### src/rtl/mac_seq_ctrl_if.sv
// Command, operand, MAC-side and result signals of mac_seq_ctrl.
// master is the sequencer's view; slave is the view of the surrounding logic.
interface mac_seq_ctrl_if #(
  parameter int LEN_W = 16
);
  logic             cmd_valid;
  logic             cmd_ready;
  logic [LEN_W-1:0] cmd_len;
  logic             cmd_acc;

  logic             op_valid;
  logic             op_ready;
  logic [7:0]       op_a;
  logic [7:0]       op_b;

  logic             mac_start;
  logic             mac_clear;
  logic [7:0]       mac_a;
  logic [7:0]       mac_b;
  logic [31:0]      mac_acc;
  logic             mac_done;

  logic             res_valid;
  logic             res_ready;
  logic [31:0]      res_data;
  logic             res_err;

  logic             busy;

  modport master (
    input  cmd_valid, cmd_len, cmd_acc,
    input  op_valid, op_a, op_b,
    input  mac_acc, mac_done,
    input  res_ready,
    output cmd_ready, op_ready,
    output mac_start, mac_clear, mac_a, mac_b,
    output res_valid, res_data, res_err,
    output busy
  );

  modport slave (
    output cmd_valid, cmd_len, cmd_acc,
    output op_valid, op_a, op_b,
    output mac_acc, mac_done,
    output res_ready,
    input  cmd_ready, op_ready,
    input  mac_start, mac_clear, mac_a, mac_b,
    input  res_valid, res_data, res_err,
    input  busy
  );
endinterface

### src/rtl/mac_seq_ctrl.sv
// Streams operand pairs into mac_unit as start pulses and returns the final accumulator.
// Operand-starvation timeout is compiled in only when MAC_SEQ_TIMEOUT_EN is defined.
module mac_seq_ctrl #(
  parameter int LEN_W          = 16,
  parameter int TIMEOUT_CYCLES = 1024
) (
  input  logic           clk,
  input  logic           rst_n,
  mac_seq_ctrl_if.master bus
);

  localparam logic [2:0] IDLE  = 3'd0;
  localparam logic [2:0] CLEAR = 3'd1;
  localparam logic [2:0] RUN   = 3'd2;
  localparam logic [2:0] WAIT  = 3'd3;
  localparam logic [2:0] RESP  = 3'd4;

  if (TIMEOUT_CYCLES < 1) begin : g_timeout_range
    $error("mac_seq_ctrl: TIMEOUT_CYCLES must be at least 1");
  end

  logic [2:0]       state;
  logic [LEN_W-1:0] len;
  logic [LEN_W-1:0] issue_cnt;
  logic [LEN_W-1:0] done_cnt;
  logic             mac_start;
  logic             mac_clear;
  logic [7:0]       mac_a;
  logic [7:0]       mac_b;
  logic [31:0]      res_data;

  logic             in_run;
  logic             in_job;
  logic             op_fire;
  logic             done_fire;
  logic             last_issue;
  logic             last_done;

  assign in_run     = (state == RUN);
  assign in_job     = (state == RUN) || (state == WAIT);
  assign op_fire    = bus.op_valid && bus.op_ready;
  assign done_fire  = in_job && bus.mac_done;
  assign last_issue = (issue_cnt + LEN_W'(1)) == len;
  // The done pulse of the final pair also carries the final accumulator value.
  assign last_done  = done_fire && (issue_cnt == len) && ((done_cnt + LEN_W'(1)) == len);

  assign bus.cmd_ready = rst_n && (state == IDLE);
  assign bus.op_ready  = in_run && (issue_cnt < len);
  assign bus.mac_start = mac_start;
  assign bus.mac_clear = mac_clear;
  assign bus.mac_a     = mac_a;
  assign bus.mac_b     = mac_b;
  assign bus.res_valid = (state == RESP);
  assign bus.res_data  = res_data;
  assign bus.busy      = (state != IDLE);

`ifdef MAC_SEQ_TIMEOUT_EN
  localparam int TO_W = $clog2(TIMEOUT_CYCLES + 1);

  logic [TO_W-1:0] idle_cnt;
  logic            res_err;
  logic            timeout_hit;
  logic            drained;

  assign timeout_hit = in_run && !bus.op_valid &&
                       (idle_cnt == TO_W'(TIMEOUT_CYCLES - 1));
  // All issued pairs have completed, so there is no done pulse left to wait for.
  assign drained     = (done_cnt + LEN_W'(bus.mac_done)) == issue_cnt;
  assign bus.res_err = res_err;

  always_ff @(posedge clk) begin
    if (!rst_n || !in_run || bus.op_valid) begin
      idle_cnt <= '0;
    end else begin
      idle_cnt <= idle_cnt + TO_W'(1);
    end
  end
`else
  assign bus.res_err = 1'b0;
`endif

  always_ff @(posedge clk) begin
    if (!rst_n) begin
      state     <= IDLE;
      len       <= '0;
      issue_cnt <= '0;
      done_cnt  <= '0;
      mac_start <= 1'b0;
      mac_clear <= 1'b0;
      mac_a     <= '0;
      mac_b     <= '0;
      res_data  <= '0;
`ifdef MAC_SEQ_TIMEOUT_EN
      res_err   <= 1'b0;
`endif
    end else begin
      mac_start <= op_fire;
      mac_clear <= 1'b0;
      if (op_fire) begin
        mac_a     <= bus.op_a;
        mac_b     <= bus.op_b;
        issue_cnt <= issue_cnt + LEN_W'(1);
      end
      if (done_fire) begin
        done_cnt <= done_cnt + LEN_W'(1);
      end

      case (state)
        IDLE: begin
          if (bus.cmd_valid) begin
            len       <= bus.cmd_len;
            issue_cnt <= '0;
            done_cnt  <= '0;
`ifdef MAC_SEQ_TIMEOUT_EN
            res_err   <= 1'b0;
`endif
            if (!bus.cmd_acc) begin
              mac_clear <= 1'b1;
              state     <= CLEAR;
            end else if (bus.cmd_len == '0) begin
              res_data <= bus.mac_acc;
              state    <= RESP;
            end else begin
              state <= RUN;
            end
          end
        end

        CLEAR: begin
          if (len == '0) begin
            res_data <= '0;
            state    <= RESP;
          end else begin
            state <= RUN;
          end
        end

        RUN: begin
          if (op_fire && last_issue) begin
            state <= WAIT;
          end
`ifdef MAC_SEQ_TIMEOUT_EN
          else if (timeout_hit) begin
            len     <= issue_cnt;
            res_err <= 1'b1;
            if (drained) begin
              res_data <= bus.mac_acc;
              state    <= RESP;
            end else begin
              state <= WAIT;
            end
          end
`endif
        end

        WAIT: begin
          if (last_done) begin
            res_data <= bus.mac_acc;
            state    <= RESP;
          end
        end

        RESP: begin
          if (bus.res_ready) begin
            state <= IDLE;
          end
        end

        default: state <= IDLE;
      endcase
    end
  end

endmodule

### src/flat_wrapper.sv
// flat-port wrapper written by rule: the top's interface ports become plain ports
module mac_seq_ctrl_flat 
#(
  parameter int LEN_W          = 16,
  parameter int TIMEOUT_CYCLES = 1024
)
  (clk, rst_n, bus_cmd_valid, bus_cmd_len, bus_cmd_acc, bus_op_valid, bus_op_a, bus_op_b, bus_mac_acc, bus_mac_done, bus_res_ready, bus_cmd_ready, bus_op_ready, bus_mac_start, bus_mac_clear, bus_mac_a, bus_mac_b, bus_res_valid, bus_res_data, bus_res_err, bus_busy);
  mac_seq_ctrl_if #(.LEN_W(LEN_W)) bus_i ();
  input  logic clk;
  input  logic rst_n;
  input wire logic [$bits(bus_i.cmd_valid)-1:0] bus_cmd_valid;
  input wire logic [$bits(bus_i.cmd_len)-1:0] bus_cmd_len;
  input wire logic [$bits(bus_i.cmd_acc)-1:0] bus_cmd_acc;
  input wire logic [$bits(bus_i.op_valid)-1:0] bus_op_valid;
  input wire logic [$bits(bus_i.op_a)-1:0] bus_op_a;
  input wire logic [$bits(bus_i.op_b)-1:0] bus_op_b;
  input wire logic [$bits(bus_i.mac_acc)-1:0] bus_mac_acc;
  input wire logic [$bits(bus_i.mac_done)-1:0] bus_mac_done;
  input wire logic [$bits(bus_i.res_ready)-1:0] bus_res_ready;
  output wire logic [$bits(bus_i.cmd_ready)-1:0] bus_cmd_ready;
  output wire logic [$bits(bus_i.op_ready)-1:0] bus_op_ready;
  output wire logic [$bits(bus_i.mac_start)-1:0] bus_mac_start;
  output wire logic [$bits(bus_i.mac_clear)-1:0] bus_mac_clear;
  output wire logic [$bits(bus_i.mac_a)-1:0] bus_mac_a;
  output wire logic [$bits(bus_i.mac_b)-1:0] bus_mac_b;
  output wire logic [$bits(bus_i.res_valid)-1:0] bus_res_valid;
  output wire logic [$bits(bus_i.res_data)-1:0] bus_res_data;
  output wire logic [$bits(bus_i.res_err)-1:0] bus_res_err;
  output wire logic [$bits(bus_i.busy)-1:0] bus_busy;
  assign bus_i.cmd_valid = bus_cmd_valid;
  assign bus_i.cmd_len = bus_cmd_len;
  assign bus_i.cmd_acc = bus_cmd_acc;
  assign bus_i.op_valid = bus_op_valid;
  assign bus_i.op_a = bus_op_a;
  assign bus_i.op_b = bus_op_b;
  assign bus_i.mac_acc = bus_mac_acc;
  assign bus_i.mac_done = bus_mac_done;
  assign bus_i.res_ready = bus_res_ready;
  assign bus_cmd_ready = bus_i.cmd_ready;
  assign bus_op_ready = bus_i.op_ready;
  assign bus_mac_start = bus_i.mac_start;
  assign bus_mac_clear = bus_i.mac_clear;
  assign bus_mac_a = bus_i.mac_a;
  assign bus_mac_b = bus_i.mac_b;
  assign bus_res_valid = bus_i.res_valid;
  assign bus_res_data = bus_i.res_data;
  assign bus_res_err = bus_i.res_err;
  assign bus_busy = bus_i.busy;
  mac_seq_ctrl #(.LEN_W(LEN_W), .TIMEOUT_CYCLES(TIMEOUT_CYCLES)) u_core (.clk(clk), .rst_n(rst_n), .bus(bus_i));
endmodule
### config.mk
export PLATFORM = sky130hd
export DESIGN_NAME = mac_seq_ctrl_flat
export DESIGN_NICKNAME = d
export VERILOG_FILES = /design/src/rtl/mac_seq_ctrl_if.sv /design/src/rtl/mac_seq_ctrl.sv /design/src/flat_wrapper.sv
export SDC_FILE = /design/constraint.sdc
export NUM_CORES = 1
export LEC_CHECK = 0
export CAP_MARGIN = 20
export CORE_MARGIN = 3
export CORE_UTILIZATION = 40
export DETAILED_ROUTE_END_ITERATION = 10
export HOLD_SLACK_MARGIN = 0.15
export PLACE_DENSITY = 0.66
export SLEW_MARGIN = 15
export SYNTH_ARGS = -nofsm -noshare
export SYNTH_HDL_FRONTEND = slang
export SYNTH_SLANG_ARGS = --single-unit
### constraint.sdc
create_clock -name clk -period 3.7 [get_ports clk]
set_clock_uncertainty 0.15 [all_clocks]
set_input_delay 0.555 -clock clk [delete_from_list [all_inputs] [get_ports clk]]
set_output_delay 0.555 -clock clk [all_outputs]
set_load 0.02 [all_outputs]
==> flow_metrics.tcl, run 1 <==
set metrics [dict create \
    finalSetupViolCount 0 \
    cp.buffers_inverters 2 \
    first_global_vias 4918 \
    grt_antenna_before_repair 0 \
    hpwl_um 11640 \
    areaGrowthSynthToFinish_pct 33.44 \
    final_common_cell "clkdlybuf4s50_1" \
    synth_cell_types 59 \
    max-vdd-ir-drop_mv 0.2710 \
    postLayoutCoreUtil_pct 55.36 \
    die_w_um 121.3 \
    dp_cells 904 \
    r2r_slack_ps 340 \
    slowest_delay_ps 570 \
    synth_cells 618 \
    fin_tns_setup_ps 0 \
    ioPinCount 126 \
    cts_buffers 9 \
    drc 0 \
    port_buffers 124 \
    cts.sinks 101 \
    cp_top_family "simple AND/OR/NAND/NOR gates" \
    die-area_um2 14720 \
    pre_cts_ws_ps 274.5 \
    clk_pin_slew_ps 70 \
    yosys_warnings 0 \
    dr.pass1.iters 5 \
    grt-ovfl-total 0 \
    drv_cap 0 \
    syn_nets 707 \
    holdWs_ps 330.7 \
    clockBufferDepth 2 \
    status "complete, no violations" \
    fin_ws_ps 146.4 \
    cts_tree "yes" \
    finalNonFillerCells 920 \
    synth_edf_count 0 \
    gp_congestion 0.8926 \
    relSlewSlack_pct 58.03 \
    hold_viol_final 0 \
    vias 4953 \
    clk_latency_ps 360 \
    async_flop_share_pct 0 \
    maxSlewViolCount 0 \
    cts_resized 0 \
    hold_class "register to register" \
    synth_flop_cell "dfxtp_1" \
    diodes 0 \
    ant_nets 0 \
    arrival_ps 2850 \
    num-fill-cells 1181 \
    htreeDepth 3 \
    tightest_slew_ps 623.9 \
    path_class "register to output pin" \
    worst_setup_path_start_kind "register" \
    wirelength_um 15350 \
    cp.required_ps 2990 \
    drtIter0Drc 329 \
    period_share_pct 96.04 \
    powerDensity_nw_per_um2 465.2 \
    ys_seq_area_share_pct 38.01 \
    cts_root_buffer "clkbuf_16" \
    syn-cell-area_um2 5320 \
    critPathCaptureType "output pin" \
    critical_path.max_fanout 3 \
    synth_area_per_cell_um2 8.609 \
    postCtsHoldBufs 0 \
    start_util_pct 41.48 \
    yosys_register_bits 101 \
    num_rows 41 \
    timing.fmax_ghz 0.2814 \
    fin_nets 832 \
    wire_per_inst_um 16.68 \
    die_h_um 121.3 \
    gr-usage-all-layers_pct 20.88 \
    grt_setup_unrepaired "no" \
    layout-drive-gt1-share_pct 6.684 \
    period_needed_ps 3554 \
    grt_max_degree 38 \
    cts_setup_buffers 0 \
    layout_common_cells "124 x clkdlybuf4s50_1, 101 x dfxtp_1, 64 x nand2_1" \
    path_cells "inv_1 -> ha_1 -> nand4_1 -> nor4_1 -> a21boi_0 -> nor3b_1 -> clkdlybuf4s50_1" \
    power.leakage_nw 2.637 \
    viasPerCell 5.384 \
    grt_pass1_wl_um 24460 \
    core_um2 12820 \
    slowest_stage "a21boi_0" \
]
final cells by class:
| cell class | count | area, um2 | share of cell area, % |
|---|---|---|---|
| multi-input cells | 450 | 3007 | 42.35 |
| clock buffers | 10 | 229.0 | 3.225 |
| clock inverters | 6 | 53.80 | 0.7578 |
| inverters | 29 | 108.9 | 1.533 |
| flip-flops and latches | 101 | 2022 | 28.48 |
| repair buffers | 152 | 1464 | 20.62 |
| well taps | 172 | 215.2 | 3.031 |
path summary, 6_finish.rpt:
check / endpoint / start / cells past startpoint
worst max-delay path: bus_op_ready / u_core.len[12] / 7
worst min-delay path: u_core.bus.res_data[22] / u_core.bus.res_data[22] / 1
worst max register to register: u_core.bus.res_data[19] / u_core.len[12] / 12
worst min register to register: u_core.bus.res_data[22] / u_core.bus.res_data[22] / 1
kinds of logic (layout without fill, tap and decap cells):
| group | count (synthesis) | after routing | share of synthesized area (%) |
|---|---|---|---|
| AOI/OAI and AO/OA | 112 | 112 | 15.17 |
| xor gates and xnor gates | 60 | 60 | 10.02 |
| adders and majority gates | 19 | 19 | 4.422 |
| buffers and inverters | 67 | 197 | 5.762 |
| DFF | 101 | 101 | 38.01 |
| muxes | 21 | 21 | 3.951 |
| other | 1 | 1 | 0.07049 |
| and+or+nand+nor | 237 | 237 | 22.60 |
layer usage:
metal	vias to the layer above	share of wire (%)	wire, um	track usage (%)
met1	2338	42	6426	25.29
met5	-	0	0	0
met3	22	5.6	864	5.221
li1	2443	-	-	-
met2	150	50	7695	35.82
met4	0	2.3	359	7.423
sequential cells by signal, indices dropped and copies added (netlist names):
register	flops
u_core.bus.mac_a	8
u_core.bus.mac_b	8
u_core.bus.mac_clear	1
u_core.bus.mac_start	1
u_core.bus.res_data	32
u_core.done_cnt	16
u_core.issue_cnt	16
u_core.len	16
u_core.state	3
per-stage QoR:
stage,power [mW],instance area [um2]
2_1_floorplan,1.921,5320
3_3_place_gp,2.376,6817
3_5_place_dp,2.388,6817
4_1_cts,3.330,7099
5_1_grt,3.472,7099
6_report,3.303,7099
cells in the mapped netlist (all sizes together), types with 3 or more instances:
master	n	area [um2]
nor2b	3	18.77
a21boi	5	37.54
nor4	15	93.84
nor2	61	229.0
nand4	20	137.6
a21oi	30	150.1
o32ai	4	35.03
ha	18	225.2
xnor2	31	271.5
or3	7	43.79
and3b	3	26.28
nor3	15	75.07
a22o	32	280.3
dfxtp	101	2022
clkbuf	15	57.55
and2	8	50.05
nand3	17	90.09
o21ai	12	60.06
or4	3	22.52
inv	29	108.9
xor2	29	261.5
a2111o	3	33.78
nand2	64	240.2
and3	6	37.54
a211oi	3	22.52
a31oi	3	25.02
buf	23	140.1
mux2i	21	210.2
a21o	4	30.03
and4	7	61.31
report_power, final:
| part | switching [mW] | total, mW | internal [mW] | leakage, nW |
|---|---|---|---|---|
| clock network | 0.460 | 0.931 | 0.472 | 0.141 |
| logic | 0.595 | 1.10 | 0.504 | 1.68 |
| registers | 0.0855 | 1.27 | 1.19 | 0.818 |
Note: power is estimated with default switching activity, not from simulation.
==> run 2: changes to the inputs <==
- CAP_MARGIN: 20 -> unset
- PLACE_DENSITY: 0.66 -> 0.63
- REMOVE_ABC_BUFFERS: unset -> 1
==> flow_metrics.tcl, run 2 (synthesized netlist as in run 1, its figures left out) <==
set metrics [dict create \
    reg2reg_to "u_core.bus.res_data[26]" \
    clk_pin_slew_ps 70 \
    cts_tree "yes" \
    grt_setup_unrepaired "no" \
    slowest_delay_ps 560 \
    finalNonFillerCells 909 \
    r2r_slack_ps 380 \
    num-fill-cells 1199 \
    multiInputGateArea_um2 3013 \
    critPathCaptureType "output pin" \
    gp_congestion 0.9199 \
    fin_nets 821 \
    cp.buffers_inverters 2 \
    grt_antenna_before_repair 0 \
    regMostFlops "u_core.bus.res_data" \
    ant_nets 0 \
    hpwl_um 11400 \
    finalSetupViolCount 0 \
    diodes 0 \
    dpl_cell_area_um2 6734 \
    path_class "register to output pin" \
    relSlewSlack_pct 56.18 \
    layout_common_cells "124 x clkdlybuf4s50_1, 101 x dfxtp_1, 64 x nand2_1" \
    drtIter0Drc 348 \
    cp.required_ps 2990 \
    reg2reg_from "u_core.len[12]" \
    postLayoutCoreUtil_pct 54.82 \
    dp_cells 893 \
    tightest_slew_ps 657.2 \
    viasPerCell 5.358 \
    start_util_pct 41.48 \
    period_share_pct 93.39 \
    cts_root_buffer "clkbuf_16" \
    wire_per_inst_um 16.66 \
    grt_pass1_wl_um 25270 \
    path_cells "inv_1 -> ha_1 -> nand4_1 -> nor4_2 -> a21boi_1 -> nor3b_1 -> clkdlybuf4s50_1" \
    cp_top_family "simple AND/OR/NAND/NOR gates" \
    first_global_vias 5022 \
    final_area_um2 7030 \
    cts_buffers 9 \
    hold_start "u_core.bus.res_data[7]" \
    pre_cts_ws_ps 299.7 \
    maxSlewViolCount 0 \
    layout-drive-gt1-share_pct 5.563 \
    final_common_cell "clkdlybuf4s50_1" \
    min_path_cells 1 \
    period_needed_ps 3455 \
    critical_path.max_fanout 5 \
    max-vdd-ir-drop_mv 0.2797 \
    largest_reg_flops 32 \
    status "complete, no violations" \
    wirelength_um 15140 \
    die_w_um 121.3 \
    total_power_mw 3.271 \
    clockBufferDepth 2 \
    dr.pass1.iters 5 \
    drc 0 \
    num_rows 41 \
    holdWs_ps 331.4 \
    hold_class "register to register" \
    cts.sinks 101 \
    core_um2 12820 \
    die-area_um2 14720 \
    areaGrowthSynthToFinish_pct 32.15 \
    timing.fmax_ghz 0.2894 \
    power.leakage_nw 2.585 \
    min_to "u_core.bus.res_data[7]" \
    arrival_ps 2750 \
    clk_latency_ps 350 \
    slowest_stage "clkdlybuf4s50_1" \
    gr-usage-all-layers_pct 21.44 \
    htreeDepth 3 \
    seq_area_um2 2022 \
    worst_setup_path_start_kind "register" \
    die_h_um 121.3 \
    grt-ovfl-total 0 \
    port_buffers 124 \
    fin_ws_ps 244.5 \
    vias 4870 \
    ioPinCount 126 \
    path_depth 7 \
    fin_tns_setup_ps 0 \
    drv_cap 0 \
    rr_worst_depth 11 \
    powerDensity_nw_per_um2 465.2 \
    hold_viol_final 0 \
    grt_max_degree 38 \
]
==> run 2: how the worst max path moves through the flow <==
stage	slack, ps	end	startpoint
6_report	240	bus_op_ready	u_core.len[12]
2_1_floorplan	-2750	u_core.bus.res_data[0]	u_core.len[13]
3_5_place_dp	300	u_core.bus.res_data[27]	bus_mac_done
5_1_grt	80	bus_op_ready	u_core.len[12]
3_3_place_gp	340	u_core.bus.res_data[20]	bus_cmd_valid
4_1_cts	50	bus_op_ready	u_core.len[12]
==> run 2: what timing repair did <==
item	CTS	global route
endpoints found under the hold margin	0	0
setup endpoints to repair	0	1
hold buffers	0	0
resized for setup	0	2
setup buffers	0	0
==> run 2: layout make-up <==
cell class / instances / share of cell area (%)
repair buffers: 141 / 19.65
well taps: 172 / 3.061
flip-flops and latches: 101 / 28.76
multi-input cells: 450 / 42.85
inverters: 29 / 1.548
clock inverters: 6 / 0.7297
clock buffers: 10 / 3.399
==> run 2: worst reg2reg max path: stages, from the launching register on <==
cell and delay (ps):
dfxtp_1 420, inv_1 110, ha_1 290, nand4_1 170, nor4_2 400, o211ai_1 150, a2111o_1 350, or4_1 430
nand3_2 140, a31oi_2 90, buf_4 260, a22o_1 270
==> run 2: power by group <==
part           leakage, nW  switching (mW)  total, mW  internal [mW]
clock network        0.146           0.448      0.935          0.487
registers            0.818           0.104       1.29           1.19
logic                 1.62           0.567       1.04          0.478
==> run 2: routing by layer <==
metal / vias to the layer above / GRT usage (%) / wire, um
met5: - / 0 / 0
met2: 181 / 33.51 / 6626
li1: 2416 / - / -
met1: 2253 / 27.54 / 6803
met4: 0 / 6.022 / 267
met3: 20 / 8.345 / 1446
